### src/rtl/uart_rx_ctrl.sv
// Capture/buffer controller for the oversampling UART receiver: one capture per
// finish-flag rising edge, FWFT FIFO to the consumer, sticky overflow and idle timeout.
module uart_rx_ctrl #(
  parameter int DEPTH       = 4,
  parameter int CNT_W       = 3,
  parameter int IDLE_CYCLES = 2048
) (
  input  logic             clk,
  input  logic             rst,
  input  logic             rx_done,
  input  logic [7:0]       rx_data,
  output logic [7:0]       m_data,
  output logic             m_valid,
  input  logic             m_ready,
  output logic [CNT_W-1:0] fifo_count,
  output logic             byte_strobe,
  output logic             overflow,
  input  logic             clr_overflow,
  output logic             idle
);

  localparam int PTR_W = (DEPTH > 1) ? $clog2(DEPTH) : 1;
  localparam int IDL_W = $clog2(IDLE_CYCLES + 1);

  // state | meaning
  // HOLD  | finish flag may still be high from a captured (or pre-reset) byte
  // ARMED | flag seen low; next high level is a new byte
  typedef enum logic {
    ST_HOLD  = 1'b0,
    ST_ARMED = 1'b1
  } state_t;

  state_t r_state;
  state_t w_state_nxt;
  logic   w_capture;

  logic [7:0]       r_mem [DEPTH];
  logic [PTR_W-1:0] r_wr_ptr;
  logic [PTR_W-1:0] r_rd_ptr;
  logic [CNT_W-1:0] r_count;
  logic             r_overflow;
  logic             r_strobe;
  logic [IDL_W-1:0] r_idle_cnt;

  logic w_full;
  logic w_rd_en;
  logic w_wr_en;
  logic w_drop;

  always_ff @(posedge clk or posedge rst) begin
    if (rst) begin
      r_state <= ST_HOLD;
    end else begin
      r_state <= w_state_nxt;
    end
  end

  always_comb begin
    w_state_nxt = r_state;
    w_capture   = 1'b0;
    case (r_state)
      ST_HOLD: begin
        if (!rx_done) begin
          w_state_nxt = ST_ARMED;
        end
      end
      ST_ARMED: begin
        if (rx_done) begin
          w_capture   = 1'b1;
          w_state_nxt = ST_HOLD;
        end
      end
      default: w_state_nxt = ST_HOLD;
    endcase
  end

  assign w_full  = (r_count == CNT_W'(DEPTH));
  assign w_rd_en = (r_count != '0) && m_ready;
  // A full FIFO still accepts a byte when the head leaves on the same edge.
  assign w_wr_en = w_capture && (!w_full || w_rd_en);
  assign w_drop  = w_capture && w_full && !w_rd_en;

  always_ff @(posedge clk or posedge rst) begin
    if (rst) begin
      for (int i = 0; i < DEPTH; i++) begin
        r_mem[i] <= 8'h00;
      end
      r_wr_ptr   <= '0;
      r_rd_ptr   <= '0;
      r_count    <= '0;
      r_overflow <= 1'b0;
    end else begin
      if (w_wr_en) begin
        r_mem[r_wr_ptr] <= rx_data;
        r_wr_ptr        <= r_wr_ptr + PTR_W'(1);
      end
      if (w_rd_en) begin
        r_rd_ptr <= r_rd_ptr + PTR_W'(1);
      end
      case ({w_wr_en, w_rd_en})
        2'b10:   r_count <= r_count + CNT_W'(1);
        2'b01:   r_count <= r_count - CNT_W'(1);
        default: r_count <= r_count;
      endcase
      if (w_drop) begin
        r_overflow <= 1'b1;
      end else if (clr_overflow) begin
        r_overflow <= 1'b0;
      end
    end
  end

  always_ff @(posedge clk or posedge rst) begin
    if (rst) begin
      r_strobe   <= 1'b0;
      r_idle_cnt <= '0;
    end else begin
      r_strobe <= w_capture;
      if (w_capture) begin
        r_idle_cnt <= '0;
      end else if (r_idle_cnt != IDL_W'(IDLE_CYCLES)) begin
        r_idle_cnt <= r_idle_cnt + IDL_W'(1);
      end
    end
  end

  assign m_data      = r_mem[r_rd_ptr];
  assign m_valid     = (r_count != '0);
  assign fifo_count  = r_count;
  assign byte_strobe = r_strobe;
  assign overflow    = r_overflow;
  assign idle        = (r_idle_cnt == IDL_W'(IDLE_CYCLES));

endmodule

### config.mk
export PLATFORM = sky130hd
export DESIGN_NAME = uart_rx_ctrl
export DESIGN_NICKNAME = d
export VERILOG_FILES = /design/src/rtl/uart_rx_ctrl.sv
export SDC_FILE = /design/constraint.sdc
export NUM_CORES = 1
export LEC_CHECK = 0
export BUFFER_PORTS_ARGS = -buffer_cell sky130_fd_sc_hd__buf_2
export CORE_MARGIN = 2
export CORE_UTILIZATION = 35
export CTS_CLUSTER_SIZE = 20
export DETAILED_ROUTE_END_ITERATION = 16
export HOLD_SLACK_MARGIN = 0.1
export MAX_ROUTING_LAYER = met4
export SLEW_MARGIN = 0
export SYNTH_ARGS = -nofsm -noshare
export SYNTH_HDL_FRONTEND = slang
export SYNTH_SLANG_ARGS = --single-unit
### constraint.sdc
create_clock -name clk -period 5.1 [get_ports clk]
set_input_delay 0.255 -clock clk [delete_from_list [all_inputs] [get_ports clk]]
set_output_delay 0.255 -clock clk [all_outputs]
set_load 0.1 [all_outputs]
=== Yosys cells after proc, flatten, opt, wreduce, memory -nomap -nowiden ===
Index checks and enable logic that the tools add are counted.

* Output and inout port bits: 15
* Bits in registers: 54
* Input port bits: 13
* Logic and storage cells: 52

* Add/subtract/negate cells: 5
* Bitwise logic cells: 2
* $lt $le $gt $ge: 3
* Mux-type cells: 14
* Equal/unequal tests: 5
* Reductions and logical operators: 12

{| class="wikitable"
|+ Operators with widths
! cell !! count
|-
| bitwise mux 32 bit || 1
|-
| 2-to-1 mux 12 bit || 2
|-
| 2-to-1 mux 8 bit || 3
|-
| binary-select mux 8 bit (select 2 bit) || 1
|-
| demux 8 bit (select 2 bit) || 1
|-
| adder 12 x 1 -> 12 bit, second input constant || 1
|-
| == test 12 bit, second input constant || 1
|-
| inequality test 12 bit, second input constant || 1
|-
| greater-or-equal comparator 3 bit, second input constant || 2
|-
| inverter 2 -> 3 bit || 2
|-
| one-hot mux 3 bit (2 select lines) || 1
|-
| nonzero test 2 bit || 3
|-
| logical AND 1 bit || 5
|-
| 2-to-1 mux 1 bit || 5
|-
| adder 2 x 1 -> 2 bit, second input constant || 2
|-
| adder 3 x 1 -> 3 bit, second input constant || 1
|-
| == test 3 bit, second input constant || 1
|-
| < comparator 3 x 1 -> 1 bit, second input constant || 1
|-
| nonzero test 3 bit || 1
|-
| subtractor 3 x 1 -> 3 bit, second input constant || 1
|-
| == test 2 x 1 -> 1 bit, second input constant || 1
|-
| == test 2 bit, second input constant || 1
|-
| zero test 1 bit || 2
|-
| logical OR 1 bit || 1
|}

=== Depth between registers and ports, before layout ===
* Depth in word-level cells: 6
* Gate-level depth with buffers: 9
* Depth with buffers taken out: 9

=== Least setup slack after synthesis ===
OpenSTA, ideal clock, no wires.

* Path type: register to output
* Start: reg r_idle_cnt[0]
* End: out idle
* Cell stages (with the launch flop): 5
* Buffers on the path: 0
* Slack: 1.660 ns
* Data arrival time: 3.185 ns
* Data required time: 4.845 ns
* Cells stage by stage: dfrtp_1 inv_1 ha_1 or3b_2 nor3_1

* Word-level cells in the longest chain between the ends: 1

{| class="wikitable"
|+ Ends and longest elaborated chain
! element !! RTL line !! source
|-
| from (decl) || 43 || <nowiki>logic [IDL_W-1:0] r_idle_cnt;</nowiki>
|-
| from (signal assigned) || 122 || <nowiki>r_idle_cnt <= r_idle_cnt + IDL_W'(1);</nowiki>
|-
| == test 12 bit || 132 || <nowiki>assign idle = (r_idle_cnt == IDL_W'(IDLE_CYCLES));</nowiki>
|-
| to (decl) || 19 || <nowiki>output logic idle</nowiki>
|}

No other way between the ends.

=== Worst setup path in the final report ===
* Start: reg r_count[0] (netlist: fifo_count[0])
* End: reg r_count[2] (netlist: fifo_count[2])

* Word-level cells in the longest chain between the ends: 6
* Elaborated cells on any way between the ends: 12
* Those cells by class: 2 x add/sub; 3 x eq/ne; 1 x mux; 6 x reduce/logical

{| class="wikitable"
|+ Ends and longest elaborated chain
! element !! RTL line !! source
|-
| from (decl) || 40 || <nowiki>logic [CNT_W-1:0] r_count;</nowiki>
|-
| from (signal assigned) || 101 || <nowiki>2'b10: r_count <= r_count + CNT_W'(1);</nowiki>
|-
| from (signal assigned) || 102 || <nowiki>2'b01: r_count <= r_count - CNT_W'(1);</nowiki>
|-
| from (signal assigned) || 103 || <nowiki>default: r_count <= r_count;</nowiki>
|-
| == test 3 bit / nonzero test 3 bit (equally long branches) || 77, 78 ||
|-
| zero test 1 bit / logical AND 1 bit (equally long branches) || 80, 78 ||
|-
| logical OR 1 bit || 80 || <nowiki>assign w_wr_en = w_capture && (!w_full || w_rd_en);</nowiki>
|-
| logical AND 1 bit || 80 ||
|-
| == test 2 x 1 -> 1 bit / == test 2 bit (equally long branches) || 100 || <nowiki>case ({w_wr_en, w_rd_en})</nowiki>
|-
| one-hot mux 3 bit (2 select lines) / nonzero test 2 bit (equally long branches) || -- ||
|}

Parallel ways exist; a longest one is shown, timed or not.
A chain may end at the register's enable or synchronous reset.

==> metrics.md <==
| Metric | Value |
|---|---|
| Initial drt markers | 53 |
| Reg2reg path depth | 8 |
| Worst R2R End | fifo_count[2]$_DFFE_PP0P_ |
| Max Cap Viol | 0 |
| DRT Wirelength | 4562 µm |
| Detail Route met3 WL | 113 µm |
| Clock skew | 7.760 ps |
| First-pass GRT wire length | 7700 µm |
| Wire per inst | 14.17 µm |
| RSZ-0062 raised after global routing | false |
| Share of cells above drive strength 1 | a little under two fifths |
| Worst setup endpoint | fifo_count[2]$_DFFE_PP0P_ |
| #FFs+latches synth | 54 |
| CTS tree | done |
| GRT Overall Usage | 12.10% |
| Post-synth top flop | dfrtp_1 |
| Ranking of synthesized cells by area | dfrtp_1 53%, mux2_2 14%, mux4_2 7.0% |
| Initial antenna violation count | 0 |
| Setup Crit Path Kind | reg2reg |
| Number of I/O pins | 28 |
| Clock sinks | 54 |
| Ys Warns | 0 |
| Async SR Flop Fraction | 100.0% |
| Slew margin rel. | 53.73% |
| Area occupied by registers | 0.001351 mm² |
| Row count | 31 |
| Total iterations of the first detailed-routing run | 4 |
| Placer Congestion | 0.7812 |
| Crit start category | flip-flop |
| Starting Density | 35.87% |
| Die ar. | 0.008055 mm² |
| Clock Tree Root | clkbuf_8 |
| Num CTS Buffers | 5 |
| Fin crit share | 49.78% |
| Post-CTS sizing | 0 |
| Layout fillers | 677 |
| Syn-to-layout area delta | 13.66% |
| Post-Syn Instances | 190 |
| Sequential-to-total area share from yosys stat | 52.50% |
| Largest net degree at the start of global routing | 55 |
| EDFF count, synth | 0 |
| Total grt overflow | 0 |
| CTS H-tree depth | 2 |
| Largest area contributor in the netlist | dfrtp_1 |
| Hold Path Class | in2async |
| Vias in the first global route | 1,574 |
| Setup violations, final | 0 |
| Area of the multi-input gates | 0.001142 mm² |
| Clock slew seen by the registers of the worst setup and hold paths | 100 ps |
| Final nets | 243 |
| Worst-Margin Slew | 694.1 ps |
| Most frequent cells after synthesis | 54 x dfrtp_1, 31 x mux2_2, 14 x inv_1 |
| R2R Path Start | fifo_count[0]$_DFFE_PP0P_ |
| Hpwl dp | just over 3000 µm |
| Max FO, Critical Path | 6 |
| Crit. End Element | flip-flop |
| Worst Setup SP | fifo_count[0]$_DFFE_PP0P_ |
| Most frequent cell after synthesis | dfrtp_1 |
| Mapped cell area | between 0.002 and 0.003 mm² |
| Reg-to-reg setup timing slack | 2560 ps |
| Avg Cell Area, Syn | roughly 14 µm² |
| DIE WIDTH | 89.75 µm |
| Vias/cell | between 4 and 5 |
| Syn nets | 211 |
| Req. time, crit path | 5340 ps |
| Later-pin clock latency in the skew report | between 300 and 400 ps |
| Highest clock rate | about 390 MHz |
| Synth unique cells | 37 |
| Met2 wire length | ~2200 µm |
| TNS Setup | 0 ps |
| Area share of the largest cell type after synthesis | 52.50% |
| Die height | 89.75 µm |
| Status | complete, no violations |
| Pins over their slew limit | 0 |
| DRC | 0 |
| Tmin final | ~2500 ps |
| Crit path arrival time | approximately 2800 ps |
| Total core area | between 0.007 and 0.008 mm² |
| Hold Slack | 128.7 ps |
| IO Port Bufs | 27 |
| Antenna Nets Post-Route | 0 |
| Clk buf depth | 2 |
| Vias | 1,578 |
| Final hold viol count | 0 |
| Top Metal Used | met4 |
| Ant diodes | 0 |
| WL met1 | 2179 µm |
## cells in the final DEF (no fill, tap or decap), types with 4 or more instances in the layout
master     n
inv_1     13
o21ai_0    4
ha_1       7
xor2_1     4
mux2_2    31
mux4_2     8
nand3_4    4
or3_1      5
a21oi_1    8
xnor2_1    4
dfrtp_1   54
buf_2     27
clkbuf_8   6
nand2_1    5
## final cells by class
cell class | count | share of cell area [%]
flip-flops and latches | 54 | 46.19
well taps | 99 | 4.234
clock inverters | 2 | 0.5560
inverters | 15 | 1.925
multi-input cells | 117 | 39.05
repair buffers | 29 | 5.218
clock buffers | 6 | 2.823
## sequential cells by signal, summed over array words and instances (netlist names)
register and count:
r_wr_ptr 2, byte_strobe 1, r_rd_ptr 2, r_idle_cnt 12, overflow 1, fifo_count 3
r_state 1, r_mem 32
## worst max-delay path, cell delays in order, from the launching register on
cell and delay, ps:
dfrtp_1 450, or4b_1 780, nand2_2 200, ha_1 210, inv_1 60, fa_1 370
xor2_1 150, nor2_1 120, xor2_1 140
## worst min path at each step
stage	start	endpoint	slack, ps	cells past startpoint
after detailed placement	rx_done	r_state$_DFF_PP0_	420	2
final	rst	r_idle_cnt[0]$_DFFE_PP0P_	130	3
after global routing	clr_overflow	overflow$_DFFE_PP0P_	140	2
after global placement	rx_done	r_state$_DFF_PP0_	420	2
after CTS	clr_overflow	overflow$_DFFE_PP0P_	140	2
after floorplan	rx_done	r_state$_DFF_PP0_	310	1
## what timing repair did
| action | in CTS | in global routing |
|---|---|---|
| hold buffers | 1 | 0 |
| setup buffers | 0 | 0 |
| hold endpoints to repair | 1 | 0 |
## kinds of logic (layout without fill, tap and decap cells)
| group | count (synthesis) | after routing | share of synthesized area, % |
|---|---|---|---|
| compound gates | 19 | 19 | 4.376 |
| xor+xnor | 8 | 8 | 2.722 |
| fa+ha+maj | 8 | 8 | 4.181 |
| buf+inv | 19 | 52 | 3.111 |
| flops | 54 | 54 | 52.50 |
| mux | 43 | 43 | 22.22 |
| simple gates | 39 | 39 | 10.89 |
## through the flow
stage               cells  util [%]  area [µm²]  setup slack, ps
floorplan             190         -        2574             1660
global placement      313     39.25        2816             2617
detailed placement    313     39.25        2816             2575
CTS                   322     40.77        2925             2549
global route          322     40.77        2925             2391
finish                322     40.77        2925             2561
## metal layers
| layer | vias to the layer above | track usage (%) |
|---|---|---|
| li1 | 753 | - |
| met1 | 801 | 15.91 |
| met2 | 19 | 19.13 |
| met4 | 0 | 3.846 |
| met5 | - | - |
| met3 | 5 | 2.347 |
Power is left out: the tool's default activity adds up to more than one toggle a clock period on the data nets, which glitch-free logic cannot reach.
